<file path="config.mk">
export PLATFORM = sky130hd
export DESIGN_NAME = rr_grant_dispatch
export DESIGN_NICKNAME = d
export VERILOG_FILES = /design/src/rtl/rr_pkg.sv /design/src/rtl/rr_pending_cnt.sv /design/src/rtl/rr_grant_dispatch.sv
export SDC_FILE = /design/constraint.sdc
export NUM_CORES = 1
export LEC_CHECK = 0
export CAP_MARGIN = 40
export CORE_MARGIN = 3
export CORE_UTILIZATION = 29
export CTS_CLUSTER_DIAMETER = 80
export DETAILED_ROUTE_END_ITERATION = 8
export GPL_TIMING_DRIVEN = 0
export PLACE_DENSITY = 0.59
export SETUP_SLACK_MARGIN = 0.02
export SYNTH_ARGS = -nofsm -noshare
export SYNTH_HDL_FRONTEND = slang
export SYNTH_SLANG_ARGS = --single-unit
</file>
<file path="constraint.sdc">
create_clock -name clk_i -period 2 [get_ports clk_i]
set_clock_uncertainty 0.1 [all_clocks]
set_input_delay 0.3 -clock clk_i [delete_from_list [all_inputs] [get_ports clk_i]]
set_output_delay 0.3 -clock clk_i [all_outputs]
set_load 0.03 [all_outputs]
</file>
<file path="src/rtl/rr_pkg.sv">
// Shared definitions for the round-robin grant dispatch block: the dispatch
// FSM state type and the client-number to one-hot conversion helper.
package rr_pkg;

    // Widest one-hot vector the conversion helper can produce.
    localparam int ONEHOT_MAX = 32;

    typedef enum logic [1:0] {
        IDLE     = 2'd0,
        WAIT_GNT = 2'd1,
        OFFER    = 2'd2
    } rr_state_e;

    // One-hot of num within a reqcnt-wide client space; all zeros when num is
    // out of range, so a bogus arbiter answer can never select a client.
    function automatic logic [ONEHOT_MAX-1:0] num_to_onehot(
        input logic [ONEHOT_MAX-1:0] num,
        input int unsigned           reqcnt
    );
        logic [ONEHOT_MAX-1:0] oh;
        oh = '0;
        for (int i = 0; i < ONEHOT_MAX; i++) begin
            if ((i < reqcnt) && (num == ONEHOT_MAX'(i))) begin
                oh[i] = 1'b1;
            end
        end
        return oh;
    endfunction

endpackage

</file>
<file path="src/rtl/rr_pending_cnt.sv">
// Pending-transaction counter for one client. Increments on a client pulse
// unless full, decrements on the grant handshake, holds when both coincide.
module rr_pending_cnt
    import rr_pkg::*;
#(
    parameter int CNTWIDTH = 4
) (
    input  logic                clk_i,
    input  logic                rst_i,
    input  logic                inc_i,
    input  logic                dec_i,
    output logic [CNTWIDTH-1:0] cnt_o,
    output logic                full_o
);

    localparam logic [CNTWIDTH-1:0] CNT_MAX = '1;

    logic [CNTWIDTH-1:0] cnt_q;
    logic [CNTWIDTH-1:0] cnt_d;

    assign full_o = (cnt_q == CNT_MAX);
    assign cnt_o  = cnt_q;

    // Next count: simultaneous inc/dec cancel; a pulse at max is dropped.
    always_comb begin
        cnt_d = cnt_q;
        if (inc_i && dec_i) begin
            cnt_d = cnt_q;
        end else if (inc_i && !full_o) begin
            cnt_d = cnt_q + 1'b1;
        end else if (dec_i && (cnt_q != '0)) begin
            cnt_d = cnt_q - 1'b1;
        end
    end

    // Counter register with synchronous active-low reset.
    always_ff @(posedge clk_i) begin
        if (!rst_i) begin
            cnt_q <= '0;
        end else begin
            cnt_q <= cnt_d;
        end
    end

endmodule

</file>
<file path="src/rtl/rr_grant_dispatch.sv">
// Requester-side companion to the round-robin arbiter: tracks per-client
// pending work, presents a snapshot request mask to the arbiter, validates
// the returned client number and offers it downstream as a one-hot grant.
module rr_grant_dispatch
    import rr_pkg::*;
#(
    parameter int REQCNT   = 5,
    parameter int REQWIDTH = $clog2(REQCNT),
    parameter int CNTWIDTH = 4,
    parameter int ARB_LAT  = 2,
    parameter int TIMEOUT  = 16
) (
    input  logic                clk_i,
    input  logic                rst_i,
    input  logic [REQCNT-1:0]   cli_req_i,
    output logic [REQCNT-1:0]   cli_full_o,
    output logic [REQCNT-1:0]   arb_req_o,
    input  logic [REQWIDTH-1:0] arb_num_i,
    input  logic                arb_num_val_i,
    output logic [REQCNT-1:0]   gnt_o,
    output logic                gnt_val_o,
    input  logic                gnt_ready_i,
    output logic                drop_o,
    output logic                timeout_o
);

    // Wait counter only needs to reach TIMEOUT-1.
    localparam int WCW = (TIMEOUT > 1) ? $clog2(TIMEOUT) : 1;
    localparam logic [WCW-1:0] LAT_C  = WCW'(ARB_LAT);
    localparam logic [WCW-1:0] LAST_C = WCW'(TIMEOUT - 1);

    rr_state_e           state_q, state_d;
    logic [REQCNT-1:0]   mask_q, mask_d;
    logic [REQCNT-1:0]   arb_req_q, arb_req_d;
    logic [REQCNT-1:0]   gnt_q, gnt_d;
    logic [WCW-1:0]      wait_q, wait_d;
    logic                drop_q, drop_d;
    logic                tout_q, tout_d;

    logic [CNTWIDTH-1:0] cnt_w [REQCNT];
    logic [REQCNT-1:0]   pend_w;
    logic [REQCNT-1:0]   dec_w;
    logic                hs_w;
    logic [ONEHOT_MAX-1:0] num_oh_w;
    logic [REQCNT-1:0]   num_sel_w;
    logic                num_ok_w;

    for (genvar g = 0; g < REQCNT; g++) begin : g_cnt
        rr_pending_cnt #(
            .CNTWIDTH (CNTWIDTH)
        ) u_cnt (
            .clk_i  (clk_i),
            .rst_i  (rst_i),
            .inc_i  (cli_req_i[g]),
            .dec_i  (dec_w[g]),
            .cnt_o  (cnt_w[g]),
            .full_o (cli_full_o[g])
        );
        assign pend_w[g] = (cnt_w[g] != '0);
    end

    // Grant handshake retires exactly the offered client.
    assign hs_w  = (state_q == OFFER) && gnt_ready_i;
    assign dec_w = hs_w ? gnt_q : '0;

    // Arbiter answer is usable only if in range and part of the snapshot.
    assign num_oh_w  = num_to_onehot(ONEHOT_MAX'(arb_num_i), REQCNT);
    assign num_sel_w = num_oh_w[REQCNT-1:0] & mask_q;
    assign num_ok_w  = (|num_oh_w) && (|num_sel_w);

    assign arb_req_o = arb_req_q;
    assign gnt_o     = gnt_q;
    assign gnt_val_o = (state_q == OFFER);
    assign drop_o    = drop_q;
    assign timeout_o = tout_q;

    // Dispatch FSM: snapshot pending clients, wait for a trustworthy
    // arbiter answer (or give up), then hold the grant until accepted.
    always_comb begin
        state_d   = state_q;
        mask_d    = mask_q;
        arb_req_d = arb_req_q;
        gnt_d     = gnt_q;
        wait_d    = wait_q;
        drop_d    = 1'b0;
        tout_d    = 1'b0;
        case (state_q)
            IDLE: begin
                if (|pend_w) begin
                    mask_d    = pend_w;
                    arb_req_d = pend_w;
                    wait_d    = '0;
                    state_d   = WAIT_GNT;
                end
            end
            WAIT_GNT: begin
                wait_d = wait_q + 1'b1;
                if ((wait_q >= LAT_C) && arb_num_val_i) begin
                    arb_req_d = '0;
                    if (num_ok_w) begin
                        gnt_d   = num_oh_w[REQCNT-1:0];
                        state_d = OFFER;
                    end else begin
                        drop_d  = 1'b1;
                        state_d = IDLE;
                    end
                end else if (wait_q == LAST_C) begin
                    tout_d    = 1'b1;
                    arb_req_d = '0;
                    state_d   = IDLE;
                end
            end
            OFFER: begin
                if (gnt_ready_i) begin
                    gnt_d   = '0;
                    state_d = IDLE;
                end
            end
            default: begin
                arb_req_d = '0;
                gnt_d     = '0;
                state_d   = IDLE;
            end
        endcase
    end

    // FSM and output registers; reset abandons any in-flight grant.
    always_ff @(posedge clk_i) begin
        if (!rst_i) begin
            state_q   <= IDLE;
            mask_q    <= '0;
            arb_req_q <= '0;
            gnt_q     <= '0;
            wait_q    <= '0;
            drop_q    <= 1'b0;
            tout_q    <= 1'b0;
        end else begin
            state_q   <= state_d;
            mask_q    <= mask_d;
            arb_req_q <= arb_req_d;
            gnt_q     <= gnt_d;
            wait_q    <= wait_d;
            drop_q    <= drop_d;
            tout_q    <= tout_d;
        end
    end

endmodule

</file>
==> reports/metrics.yaml, run 1 <==
critical_path:
  worstPathRequired_ns: 1.60
  critPathTopFamily: "buffers and inverters"
  critPathKind: "flop to output port"
  max_stage_delay_ns: 0.37
  critPathSlowestCell: "dfxtp_4"
  arrival_ns: 1.50
  path_buf_inv: 4
  cp-end-kind: "output port"
  critPathMaxFanout: 5
  crit_top_cell: "buf_4"
  startpoint_type: "flop"
  path_cells: "nand4_1 > buf_4 > inv_1 > buf_4 > clkdlybuf4s15_1"
synthesis:
  synth_area_per_cell_um2: 8.83
  synth_fp_nets: 335
  ys_types: 45
  synth_flop_cell: "dfxtp_1"
  synth_common_cells: "43 x dfxtp_1, 32 x nor3_1, 22 x nand2_1"
  ys_seq_area_share_pct: 31.9
  yosysWarnings: 0
  yosysMostFrequentCell: "dfxtp_1"
  ys_async_sr_fraction_pct: 0
  synth_top_area_cell: "dfxtp_1"
  synth.top_cell.area_share_pct: 31.9
  synth-edff-count: 0
  yosys-top-cells-area: "dfxtp_1 32%, nor3_1 5.9%, ha_1 5.6%"
  syn-instance-count: 306
  syn-cell-area_um2: 2700
  ys_ff_latch: 43
power:
  power_switching_w: 0.000708
  p_int_w: 0.00147
  pwr-share-seq_pct: 47.7
  p_leak_nw: 1.43
  vdd_ir_drop_max_uv: 274
  combPwrFrac_pct: 27.5
  p_clk_share_pct: 24.8
  power_w: 0.00218
  swShare_pct: 32.5
  powerDensity_nw_per_um2: 626
floorplan:
  boundaryPins: 30
  start_util_pct: 30.4
  core-area_um2: 8890
  die_y_um: 103
  die_w_um: 103
  die-area_um2: 10500
  rows: 34
clock_tree:
  cts_max_level: 2
  cts_tree: "done"
  clock-sinks: 43
  clkSlewWorstSetupHoldPaths_ns: 0.08
  clk_latency_ns: 0.30
  cts_buffer_depth: 2
  cts_buffers: 5
  cts-root-buf: "clkbuf_8"
timing:
  slew_viol_final: 0
  worstMarginPinSlew_ns: 0.650
  finalHoldViolations: 0
  period_share_pct: 95.2
  fin_tns_setup_ns: 0
  max_freq_ghz: 0.525
  max_slew_margin_pct: 56.7
  min_period_ns: 1.90
  rsz0062_at_grt: "true"
  hold_slack_ns: 0.238
  setup_violations: 0
route:
  drc_errors: 0
  drt_iter0_drc: 131
  postRouteAntennaNets: 0
  via_per_inst: 5.27
  first_pass_iters: 4
  wire_per_inst_um: 14.0
  vias: 2488
  wirelength_mm: 6.60
outcome:
  outcome: "completed"
worst_hold_path:
  hold_path_class: "input port to flop"
finish:
  area_growth_pct: 28.7
  drive_gt1_share_pct: 27.2
  antenna_cells: 0
  finalNonFillerCells: 472
  nNetsFinal: 392
  stdcell_area_um2: 3480
global_routing:
  grt_pass1_vias: 2258
  grt_max_degree: 14
  antenna_found_initial: 0
  busiest_layer: "met2"
  met1_usage_pct: 18.3
  grt-ovfl-total: 0
  use_met3_pct: 3.59
  grtUsageMet2_pct: 19.7
  grt_use_total_pct: 13.1
  grt_pass1_wl_mm: 10.8
place:
  portBuffers: 28
  dp_cells: 442
  place_hpwl_mm: 4.73
  gp_congestion: 0.785
  placedInstanceArea_um2: 3130
flow_run:
  drv_cap: 0
## cells in the final DEF, fill, tap and decap left out, types with 3 or more instances in the layout
cell type and count:
buf_4 28, and3_1 11, clkdlybuf4s50_1 16, dlygate4sd2_1 5
fa_1 5, buf_2 4, dfxtp_1 22, mux2i_1 7
a21boi_0 5, nor4_4 4, nand4b_1 5, nor4_2 3
ha_1 8, dfxtp_4 16, dfxtp_2 5, inv_1 11
nand4_1 7, nand2b_1 6, nor2_1 10, nand2_2 5
clkbuf_1 6, ha_4 4, a21oi_1 18, nor3_1 32
a22oi_2 5, o211ai_1 6, a21o_1 6, o21ai_0 19
or3_4 4, clkbuf_8 5, nand3_1 17, nand2_1 17
clkbuf_2 5, a211o_1 5, xor2_1 5
## per-layer routing
layer / up-vias / wire length, µm
met5: - / 0
met4: 0 / 64
met3: 6 / 346
met2: 46 / 2920
met1: 1173 / 3270
li1: 1263 / -
## worst reg2reg max path, stage by stage, from the launching register on
cell and delay (ns):
dfxtp_4 0.36, nand4_1 0.14, nand2_2 0.09, ha_1 0.33, and3_1 0.19, a211o_1 0.28
a22oi_2 0.14, mux2i_1 0.19
## per-stage QoR
stage / util (%) / worst slack, ns
floorplan: - / -0.0313
global placement: 35.2 / -0.377
detailed placement: 35.2 / -0.420
CTS: 37.1 / 0.0228
global route: 39.1 / -0.0127
finish: 39.1 / 0.0956
## power groups by stage
stage | registers, W | logic, W | clock network [W]
6_report | 0.00104 | 0.000599 | 0.000541
3_5_place_dp | 0.00106 | 0.000533 | 0
4_1_cts | 0.00104 | 0.000538 | 0.000570
2_1_floorplan | 0.00106 | 0.000367 | 0
5_1_grt | 0.00105 | 0.000674 | 0.000614
3_3_place_gp | 0.00106 | 0.000523 | 0
## worst paths after layout
| check | startpoint | endpoint | slack [ns] | cells past startpoint |
|---|---|---|---|---|
| max | g_cnt[1].u_cnt.cnt_o[2] | cli_full_o[1] | 0.1 | 5 |
| min reg2reg | mask_q[4] | mask_q[4] | 0.37 | 2 |
| min | arb_num_i[0] | gnt_o[3] | 0.24 | 2 |
| max reg2reg | g_cnt[1].u_cnt.cnt_o[3] | g_cnt[1].u_cnt.cnt_o[3] | 0.1 | 7 |
## cell type report
class                   count  area (µm²)
inverters                  11        41.3
clock buffers               6        72.6
flip-flops and latches     43         927
plain buffers              16        91.3
fillers                   901        5410
clock inverters             2        12.5
multi-input cells         236        1780
repair buffers             50         417
well taps                 108         135
## what timing repair did
action / 4_1_cts / 5_1_grt
hold buffers: 0 / 0
endpoints found under the setup margin: 11 / 18
setup buffers: 5 / 17
pin swaps: 5 / 18
resized for setup: 43 / 25
## logic make-up after synthesis
logic type	after synthesis	synth area share, %
adders and majority gates	17	9.26
DFF	43	31.9
buffers and inverters	27	4.72
xor gates and xnor gates	5	1.62
and+or+nand+nor	131	29.6
muxes	7	2.59
AOI/OAI and AO/OA	76	20.4
## flip-flops by register name, indices dropped and copies added (netlist names)
name / count
g_cnt.u_cnt.cnt_o: 20
arb_req_o: 5
gnt_o: 5
mask_q: 5
wait_q: 4
state_q: 2
drop_o: 1
timeout_o: 1
(Power assumes the default switching activity.)
==> run 2: changes to the inputs <==
- PLACE_DENSITY: 0.59 -> 0.58
- clock period: 2 -> 2.25 ns (I/O delays scaled with it)
==> run 2 against run 1 <==
Effect of this change:
- via count down 2.9%
- total power fell by 13%
- utilization shrank 2.1 points
- register-to-register slack is essentially flat
- combinational power fell by 20%
- sequential share of layout area about the same
- die area unchanged
- wire length shrank 1.2%
- non-clock buffer count down 13
- clock power shrank 8.9%
- sequential cell count unchanged
- sequential power decreased by 11%
- critical path type is now input port to flop
==> reports/metrics.yaml, run 2 (synthesis results as in run 1) <==
finish:
  antenna_cells: 0  # unchanged
  area_growth_pct: 21.8
  largest_register_ffs: 20  # unchanged
  drive_gt1_share_pct: 17.7  # -9.5 points
  stdcell_area_um2: 3290  # -5.4%
  layout_common_cells: "32 x nor3_1, 31 x dfxtp_1, 21 x nand2_1, 19 x o21ai_0, 19 x clkdlybuf4s50_1"
  layout_commonest_cell: "nor3_1"
  nNetsFinal: 379  # -3.3%
timing:
  worstMarginPinSlew_ns: 0.667  # +0.0173 ns
  period_share_pct: 96.7
  slew_viol_final: 0  # unchanged
  setup_violations: 0  # unchanged
  max_freq_ghz: 0.460
  hold_slack_ns: 0.286  # +0.0473 ns
  min_period_ns: 2.17
  rsz0062_at_grt: "false"
  max_slew_margin_pct: 55.5  # -1.2 points
  finalHoldViolations: 0  # unchanged
clock_tree:
  clk_latency_ns: 0.29  # about the same
  clock-sinks: 43  # unchanged
  holdBufCountCts: 0  # unchanged
  cts_tree: "done"
  cts-root-buf: "clkbuf_8"
  clkSlewWorstSetupHoldPaths_ns: 0.08  # about the same
  cts_buffer_depth: 2  # unchanged
  cts_buffers: 5  # unchanged
  cts_max_level: 2  # unchanged
place:
  place_hpwl_mm: 4.83  # +2.2%
  gp_congestion: 0.811  # +3.3%
  portBuffers: 28  # unchanged
  placedInstanceArea_um2: 3120  # -0.36%
critical_path:
  critPathMaxFanout: 7  # +2
  startpoint_type: "input port"
  max_stage_delay_ns: 0.59  # +0.22 ns
  path_cells: "clkdlybuf4s50_1 > nand2_1 > ha_1 > and3_1 > a211o_1 > a22oi_2 > mux2i_1"
  critPathSlowestCell: "clkdlybuf4s50_1"
  cp-end-kind: "flop"
  critPathKind: "input port to flop"
  arrival_ns: 2.30  # +0.80 ns
  critPathTopFamily: "buffers and inverters"
  path_buf_inv: 1  # -3
  worstPathRequired_ns: 2.37  # +0.77 ns
floorplan:
  core-area_um2: 8890  # unchanged
  start_util_pct: 30.4  # unchanged
  rows: 34  # unchanged
  die_y_um: 103  # unchanged
  boundaryPins: 30  # unchanged
  die_w_um: 103  # unchanged
  die-area_um2: 10500  # unchanged
outcome:
  outcome: "completed"
worst_hold_path:
  hold_path_class: "input port to flop"
global_routing:
  grt_max_degree: 13  # -1
  antenna_found_initial: 0  # unchanged
  grt-ovfl-total: 0  # unchanged
  grt_pass1_wl_mm: 10.7  # -1.1%
  grt_use_total_pct: 12.8  # -0.30 points
  grt_pass1_vias: 2240  # -0.80%
power:
  vdd_ir_drop_max_uv: 382  # +39%
  powerDensity_nw_per_um2: 576  # -8.0%
  p_leak_nw: 1.40  # -2.5%
route:
  drt_iter0_drc: 108  # -18%
  drc_errors: 0  # unchanged
  wire_per_inst_um: 14.2  # +1.8%
  wirelength_mm: 6.52  # -1.2%
  via_per_inst: 5.27  # about the same
  vias: 2415  # -2.9%
  first_pass_iters: 4  # unchanged
  postRouteAntennaNets: 0  # unchanged
flow_run:
  drv_cap: 0  # unchanged
-- run 2: changes by cell type in the layout (fill, tap and decap cells not counted), moves of 2 or more --
cell             delta
dfxtp_2             +7
ha_4                -4
clkdlybuf4s50_1     +3
nand2_1             +4
dfxtp_4            -16
dlymetal6s2s_1      +2
nand2_2             -4
ha_1                +4
buf_4              -13
clkbuf_2            -4
dfxtp_1             +9
-- run 2: timing repair --
action / in CTS / in global routing
resized for setup: 13 / 10
endpoints found under the setup margin: 11 / 5
pin swaps: 3 / 3
endpoints found under the hold margin: 0 / 0
buffers inserted: 4 / 5
-- run 2: per-stage QoR --
stage	TNS, ns	util (%)	total power, W	std cells	worst slack (ns)
after floorplan	0	-	0.00127	306	0.211
after global placement	-0.772	35.1	0.00140	442	-0.154
after detailed placement	-1.07	35.1	0.00141	442	-0.207
after CTS	0	36.4	0.00191	453	0.0284
after global routing	0	37.0	0.00202	458	0.00570
final	0	37.0	0.00190	458	0.0752
-- run 2: final cells by class --
| cell class | instances | area (µm²) |
|---|---|---|
| repair buffers | 37 | 348 |
| inverters | 11 | 41.3 |
| plain buffers | 16 | 87.6 |
| clock buffers | 6 | 82.6 |
| flip-flops and latches | 43 | 876 |
| clock inverters | 1 | 5.00 |
| fillers | 916 | 5600 |
| well taps | 108 | 135 |
| multi-input cells | 236 | 1720 |
-- run 2: worst paths after layout --
path | slack, ns | startpoint | depth (start not counted) | to
setup / recovery | 0.08 | cli_req_i[4] | 7 | g_cnt[4].u_cnt.cnt_o[3]
hold / removal | 0.29 | arb_num_i[0] | 2 | gnt_o[3]
setup reg to reg | 0.10 | g_cnt[4].u_cnt.cnt_o[2] | 7 | g_cnt[4].u_cnt.cnt_o[3]
hold reg to reg | 0.36 | mask_q[3] | 2 | mask_q[3]
-- run 2: per-layer routing --
metal,routed length [µm],vias to the layer above,global-route usage (%)
met3,274,4,2.44
li1,-,1235,-
met1,3290,1136,18.8
met5,0,-,0
met2,2920,40,19.6
met4,40,0,2.42
-- run 2: power by group --
part           internal [W]  total, W  switching (W)  leakage (nW)
clock network      0.000241  0.000493       0.000252        0.0470
registers          0.000834  0.000923      0.0000886         0.357
logic              0.000216  0.000481       0.000265         0.992
total               0.00129   0.00190       0.000606          1.40
==> run 3: changes to the inputs <==
- CORE_UTILIZATION: 29 -> 61
- CTS_CLUSTER_SIZE: unset -> 10
- PLACE_DENSITY: 0.58 -> 0.95
==> run 3 against run 2 <==
Effect of this change:
- register-to-register slack improved by 0.03 ns
- hold slack got worse by 0.011 ns
- cell area fell by 1.7%
- total power rose by 7.3%
- largest cell class unchanged
- critical endpoint unchanged
- global-route usage rose by 12 points
- count of clock-buffer cells in the layout did not move
- cell count fell by 13%
==> reports/metrics.yaml, run 3 (synthesis results as in run 1) <==
clock_tree:
  clkSlewWorstSetupHoldPaths_ns: 0.08  # about the same
  cts_max_level: 2  # unchanged
  clk_latency_ns: 0.30  # about the same
  cts_tree: "done"
  cts_buffer_depth: 2  # unchanged
  holdBufCountCts: 0  # unchanged
  cts_buffers: 5  # unchanged
  cts-root-buf: "clkbuf_8"
  clock-sinks: 43  # unchanged
floorplan:
  die_y_um: 72.5  # -29%
  core-area_um2: 4140  # -53%
  die_w_um: 72.5  # -29%
  start_util_pct: 65.2  # +35 points
  die-area_um2: 5260  # -50%
  boundaryPins: 30  # unchanged
  rows: 23  # -32%
finish:
  fin_util_pct: 78.1  # +41 points
  finalNonFillerCells: 399  # -13%
  stdcell_area_um2: 3240  # -1.7%
  antenna_cells: 0  # unchanged
  nNetsFinal: 377  # -0.53%
  layout_commonest_cell: "nor3_1"
  layout_common_cells: "32 x nor3_1, 28 x dfxtp_1, 21 x nand2_1, 19 x o21ai_0, 19 x clkdlybuf4s50_1"
  drive_gt1_share_pct: 18.6  # +0.91 points
  area_growth_pct: 19.8
  largest_register_ffs: 20  # unchanged
critical_path:
  critPathKind: "input port to flop"
  path_buf_inv: 1  # unchanged
  critPathMaxFanout: 7  # unchanged
  startpoint_type: "input port"
  critPathSlowestCell: "clkdlybuf4s50_1"
  ff2ff_path_depth: 7  # unchanged
  cp-end-kind: "flop"
  crit_cells: 7  # unchanged
  critPathTopFamily: "buffers and inverters"
  max_stage_delay_ns: 0.61  # +0.02 ns
  arrival_ns: 2.29  # about the same
  path_cells: "clkdlybuf4s50_1 > nand2_1 > ha_1 > and3_1 > a211o_1 > a22oi_2 > mux2i_1"
  worstPathRequired_ns: 2.39  # +0.02 ns
timing:
  slew_viol_final: 0  # unchanged
  period_share_pct: 95.7  # -0.92 points
  max_freq_ghz: 0.464  # +0.96%
  worstMarginPinSlew_ns: 0.647  # -0.0199 ns
  min_period_ns: 2.15  # -0.0207 ns
  setup_violations: 0  # unchanged
  rsz0062_at_grt: "true"
  fin_tns_setup_ns: 0  # unchanged
  finalHoldViolations: 0  # unchanged
  max_slew_margin_pct: 56.8  # +1.3 points
route:
  drc_errors: 0  # unchanged
  first_pass_iters: 5  # +1
  postRouteAntennaNets: 0  # unchanged
  drt_iter0_drc: 218  # +100%
  vias: 2490  # +3.1%
  wire_per_inst_um: 15.7  # +11%
  via_per_inst: 6.24  # +18%
  wirelength_mm: 6.28  # -3.6%
global_routing:
  grt_max_degree: 14  # +1
  grt-ovfl-total: 0  # unchanged
  grt_use_total_pct: 24.4  # +12 points
  grt_pass1_vias: 2312  # +3.2%
  grt_pass1_wl_mm: 10.3  # -4.3%
  antenna_found_initial: 0  # unchanged
place:
  placedInstanceArea_um2: 3040  # -2.3%
  place_hpwl_mm: 4.47  # -7.4%
  dp_cells: 384  # -13%
  gp_congestion: 0.854  # +5.2%
  portBuffers: 28  # unchanged
worst_hold_path:
  hold_path_class: "input port to flop"
  hold_depth: 2  # unchanged
power:
  vdd_ir_drop_max_uv: 374  # -2.1%
  power_w: 0.00204  # +7.3%
  powerDensity_nw_per_um2: 629  # +9.1%
  p_leak_nw: 1.40  # +0.29%
outcome:
  outcome: "completed"
flow_run:
  drv_cap: 0  # unchanged
## run 3: worst reg2reg max path: stages (launching register included)
cell	delay (ns)
dfxtp_1	0.44
nand4_1	0.20
nand2_1	0.18
ha_1	0.28
and3_1	0.21
a211o_1	0.27
a22oi_2	0.18
mux2i_1	0.20
## run 3: metrics by stage
stage | hold WS (ns) | worst slack (ns)
after floorplan | 0.316 | 0.211
after global placement | 0.346 | -0.139
after detailed placement | 0.353 | -0.205
after CTS | 0.276 | 0.0245
after global routing | 0.293 | -0.00275
final | 0.274 | 0.0959
## run 3: repair_timing
action / in CTS / in global routing
setup endpoints to repair: 10 / 6
buffers inserted: 3 / 4
pin swaps: 4 / 3
gates resized for setup: 11 / 15
## run 3: power by group
group,switching (W),total [W],internal [W]
logic,0.000263,0.000478,0.000215
registers,0.0000914,0.000927,0.000836
clock network,0.000271,0.000630,0.000359
## run 3: worst paths after layout
| kind | startpoint | end | slack [ns] |
|---|---|---|---|
| min | arb_num_i[0] | gnt_o[3] | 0.27 |
| min reg2reg | mask_q[3] | mask_q[3] | 0.37 |
| max | cli_req_i[4] | g_cnt[4].u_cnt.cnt_o[3] | 0.1 |
| max reg2reg | g_cnt[2].u_cnt.cnt_o[3] | g_cnt[2].u_cnt.cnt_o[3] | 0.13 |
## run 3: area by class of cell
cell class	instances	area (µm²)
fillers	286	908
inverters	11	41.3
clock inverters	2	35.0
flip-flops and latches	43	880
clock buffers	6	82.6
multi-input cells	236	1720
well taps	50	62.6
plain buffers	16	87.6
repair buffers	35	332
## run 3: layer usage
layer	part of all wire, %	routed length [µm]	GRT usage, %
met1	45	2820	32.0
met2	47	2920	39.5
met3	5.9	372	3.32
met4	2.7	167	11.9
met5	0	0	0
==> RTL edit 1 (flow settings as in run 3) <==
Put one more register stage on the output `timeout_o`, cleared by the reset. The value now appears one clock later. The other outputs are not delayed to match.
--- a/src/rtl/rr_grant_dispatch.sv
+++ b/src/rtl/rr_grant_dispatch.sv
@@ -72,7 +72,13 @@
     assign gnt_o     = gnt_q;
     assign gnt_val_o = (state_q == OFFER);
     assign drop_o    = drop_q;
-    assign timeout_o = tout_q;
+    always_ff @(posedge clk_i) begin
+        if (!rst_i) begin
+            timeout_o <= '0;
+        end else begin
+            timeout_o <= tout_q;
+        end
+    end
 
     // Dispatch FSM: snapshot pending clients, wait for a trustworthy
     // arbiter answer (or give up), then hold the grant until accepted.
Formal check against the unedited RTL: same outputs for any inputs over 10 cycles, from zero or initial values and one cycle with rst_i low; that may be too few to reach the edited logic, so the function may still have changed.
==> RTL edit 1 against run 3 <==
Via count increased by 3.1%. Sequential cell count increased by 1. Maximum frequency decreased by 0.89%. Area after synthesis increased by 1.1%. Core utilization increased by 2.1 points. Worst setup slack got worse by 0.019 ns. Cell area increased by 2.7%. Wire length increased by 8.4%. Power increased by 1.0%. Critical path type is now reg2reg. Largest power group unchanged.
==> RTL edit 1: results (changes against run 3) <==
Worst setup path
  • CP Data Arrival Time: 2.31 ns (was 2.29 ns)
  • CP endpoint: g_cnt[0].u_cnt.cnt_o[3] (was g_cnt[4].u_cnt.cnt_o[3])

Synthesis
  • Area contributors post-synth: dfxtp_1 (32%), ha_1 (5.5%), nor3_1 (4.0%) (was dfxtp_1 (32%), nor3_1 (5.9%), ha_1 (5.6%))
  • Netlist cell types: 56 (was 45)

Cells and area
  • Sequential share of cell area: 0.2716 (was 0.2718)
  • Signal buffers: 54 (was 51)
  • Share of cells above drive strength 1: 0.1933 (was 0.1862)
  • # fillers: 283 (was 286)
  • Clock network area share: 0.03653 (was 0.03635)
  • Fin nets: 385 (was 377)
  • Buffer share of cell area: 0.1352 (was 0.1295)

Clock tree
  • Post-CTS Repair Setup Buffers: 6 (was 3)
  • Post_cts resized: 16 (was 11)

Global routing
  • Met1 usage: 0.3356 (was 0.3196)
  • M2 GR Usage: 0.4559 (was 0.3948)
  • Tot GR Track Use: 0.2658 (was 0.2444)
  • Vias in the first global route: 2437 (was 2312)
  • First-pass GRT wire length: 11.24 mm (was 10.25 mm)

Pwr
  • Peak supply drop: 0.6349 mV (was 0.3738 mV)
  • Internal power: 1.425 mW (was 1.410 mW)
  • Lkg Pwr: 1.403 nW (was 1.401 nW)

Worst hold path
  • Start point of the worst hold path: mask_q[1] (was arb_num_i[0])
  • Worst min-delay path class: reg2reg (was in2reg)
  • Hold EP: mask_q[1] (was gnt_o[3])

Placed design
  • Placed Area: 3083 µm² (was 3044 µm²)

Status
  • Status: finished, final reports clean (unchanged)
## RTL edit 1: kinds of logic (layout without fill, tap and decap cells)
kind of cell,Yosys count,after routing,synth area share
compound gates,76,76,0.2021
xor+xnor,5,5,0.01604
fa+ha+maj,17,17,0.09166
buf+inv,23,71,0.04079
flops,44,44,0.3226
mux,12,12,0.04491
simple gates,132,132,0.2819
## RTL edit 1: per-stage QoR
stage | total power [mW] | setup slack, ns | util | instances
after floorplan | 1.258 | 0.07816 | - | 309
after global placement | 1.380 | -0.3350 | 0.7440 | 388
after detailed placement | 1.404 | -0.3991 | 0.7440 | 388
after CTS | 2.046 | 0.02035 | 0.7859 | 402
after global routing | 2.152 | -0.04249 | 0.8016 | 407
final | 2.057 | 0.07654 | 0.8016 | 407
## RTL edit 1: layer usage
layer / part of all wire / wire, µm
met5: 0 / 0
met1: 0.43 / 2936
met3: 0.055 / 377
met4: 0.010 / 68
met2: 0.50 / 3430
==> RTL edit 2 (flow settings as in run 3) <==
Made on the original files. `CNTWIDTH` is set to 4 in 2 places; all go to 3.
--- a/src/rtl/rr_pending_cnt.sv
+++ b/src/rtl/rr_pending_cnt.sv
@@ -3,7 +3,7 @@
 module rr_pending_cnt
     import rr_pkg::*;
 #(
-    parameter int CNTWIDTH = 4
+    parameter int CNTWIDTH = 3
 ) (
     input  logic                clk_i,
     input  logic                rst_i,
--- a/src/rtl/rr_grant_dispatch.sv
+++ b/src/rtl/rr_grant_dispatch.sv
@@ -6,7 +6,7 @@
 #(
     parameter int REQCNT   = 5,
     parameter int REQWIDTH = $clog2(REQCNT),
-    parameter int CNTWIDTH = 4,
+    parameter int CNTWIDTH = 3,
     parameter int ARB_LAT  = 2,
     parameter int TIMEOUT  = 16
 ) (
Behaviour: not the same (a bounded check fails within 10 cycles, from zero or initial values and one cycle with rst_i low).
==> RTL edit 2 against run 3 <==
Synthesized cell count fell by 23%. Non-clock buffer count down 11. Critical path depth decreased by 3. Wire length fell by 32%. Area after synthesis shrank 27%. Sequential cell count is 5 lower. Worst setup slack better by 0.14 ns. Core utilization up 0.21 points. Power down 17%. Cell area down 26%.
==> RTL edit 2: results (changes against run 3) <==
Status
  • Status: finished, final reports clean (unchanged)

Worst setup path
  • Critical path origin: state_q[1] (was cli_req_i[4])
  • CP Data Arrival Time: 1.58 ns (was 2.29 ns)
  • CP Max Fanout: 10 (was 7)
  • Worst Setup End Kind: output port (was register)
  • RR Startpoint: wait_q[0] (was g_cnt[2].u_cnt.cnt_o[3])
  • R2r endpoint: arb_req_o[2] (was g_cnt[2].u_cnt.cnt_o[3])
  • Crit path kind: reg2out (was in2reg)
  • Critical path's slowest cell: dfxtp_1 (was clkdlybuf4s50_1)
  • R2r setup slk: 0.28 ns (was 0.13 ns)

Pwr
  • Sequential power share: 0.478 (was 0.456)
  • Sw power: 510.8 µW (was 625.8 µW)
  • Lkg Pwr: 1.043 nW (was 1.401 nW)
  • Sw Ratio: 0.3031 (was 0.3075)

Placed design
  • Placed Area: 2328 µm² (was 3044 µm²)
  • Place WS: -0.07016 ns (was -0.2048 ns)
  • PortBufs: 29 (was 28)

Synthesis
  • Netlist cell types: 40 (was 45)
  • Area contributors post-synth: dfxtp_1 (38%), nor2_1 (6.8%), nand2_1 (5.3%) (was dfxtp_1 (32%), nor3_1 (5.9%), ha_1 (5.6%))
  • Share of the yosys chip area belonging to registers: 0.3836 (was 0.3187)
  • Commonest cells post-synth: dfxtp_1 (38), nor2_1 (36), nand2_1 (28) (was dfxtp_1 (43), nor3_1 (32), nand2_1 (22))

Detailed routing
  • Vias after detailed routing: 1757 (was 2490)
  • M1 WL: 1.966 mm (was 2.820 mm)
  • Final wirelength: 4.287 mm (was 6.284 mm)
  • First DRT Iteration DRCs: 106 (was 218)
  • Met3 WL: 207 µm (was 372 µm)
  • Routed wl met2: 2.059 mm (was 2.923 mm)

Clock tree
  • CTS Root Cell: clkbuf_4 (was clkbuf_8)
  • Post_cts resized: 4 (was 11)
  • Clock transition at the registers of the reported paths: 0.12 ns (was 0.08 ns)

Cells and area
  • Share of cells above drive strength 1: 0.08856 (was 0.1862)
  • Fin nets: 290 (was 377)

Worst hold path
  • Worst min-delay path class: reg2reg (was in2reg)

Global routing
  • First-pass GRT wire length: 7.514 mm (was 10.25 mm)
  • Met1 usage: 0.3006 (was 0.3196)
  • Tot GR Track Use: 0.2326 (was 0.2444)
  • M2 GR Usage: 0.3900 (was 0.3948)

Timing
  • Final worst-path cycle share: 0.8967 (was 0.9574)
-- RTL edit 2: cell families after synthesis --
| kind of cell | Yosys count | share of synthesized area |
|---|---|---|
| AO/OA/AOI/OAI | 35 | 0.1155 |
| AND/OR/NAND/NOR | 113 | 0.2808 |
| flip-flops | 38 | 0.3836 |
| XOR/XNOR | 12 | 0.05300 |
| multiplexers | 10 | 0.05111 |
| adder cells (fa/ha/maj) | 7 | 0.06309 |
| buffers and inverters | 20 | 0.05299 |
-- RTL edit 2: how the worst min path moves through the flow --
stage	start	endpoint	slack [ns]	cells past startpoint
2_1_floorplan	mask_q[3]	mask_q[3]	0.35	2
5_1_grt	gnt_o[2]	gnt_o[2]	0.42	2
3_5_place_dp	arb_req_o[0]	arb_req_o[0]	0.38	2
4_1_cts	gnt_o[2]	gnt_o[2]	0.40	2
6_report	gnt_o[2]	gnt_o[2]	0.40	2
3_3_place_gp	gnt_o[0]	gnt_o[0]	0.37	2
-- RTL edit 2: per-stage QoR --
stage	hold WS [ns]	cells	utilization	setup TNS, ns
6_report	0.3997	315	0.7829	0
3_5_place_dp	0.3825	308	0.7565	-0.2133
4_1_cts	0.4005	315	0.7813	0
5_1_grt	0.4153	315	0.7829	0
3_3_place_gp	0.3701	308	0.7565	-0.01675
2_1_floorplan	0.3496	235	-	0
-- RTL edit 2: area by class of cell --
| type | instances | area share |
|---|---|---|
| plain buffers | 11 | 0.02960 |
| clock buffers | 6 | 0.02129 |
| inverters | 9 | 0.01402 |
| well taps | 44 | 0.02285 |
| multi-input cells | 177 | 0.4637 |
| flip-flops and latches | 38 | 0.3157 |
| clock inverters | 1 | 0.01246 |
| repair buffers | 29 | 0.1205 |
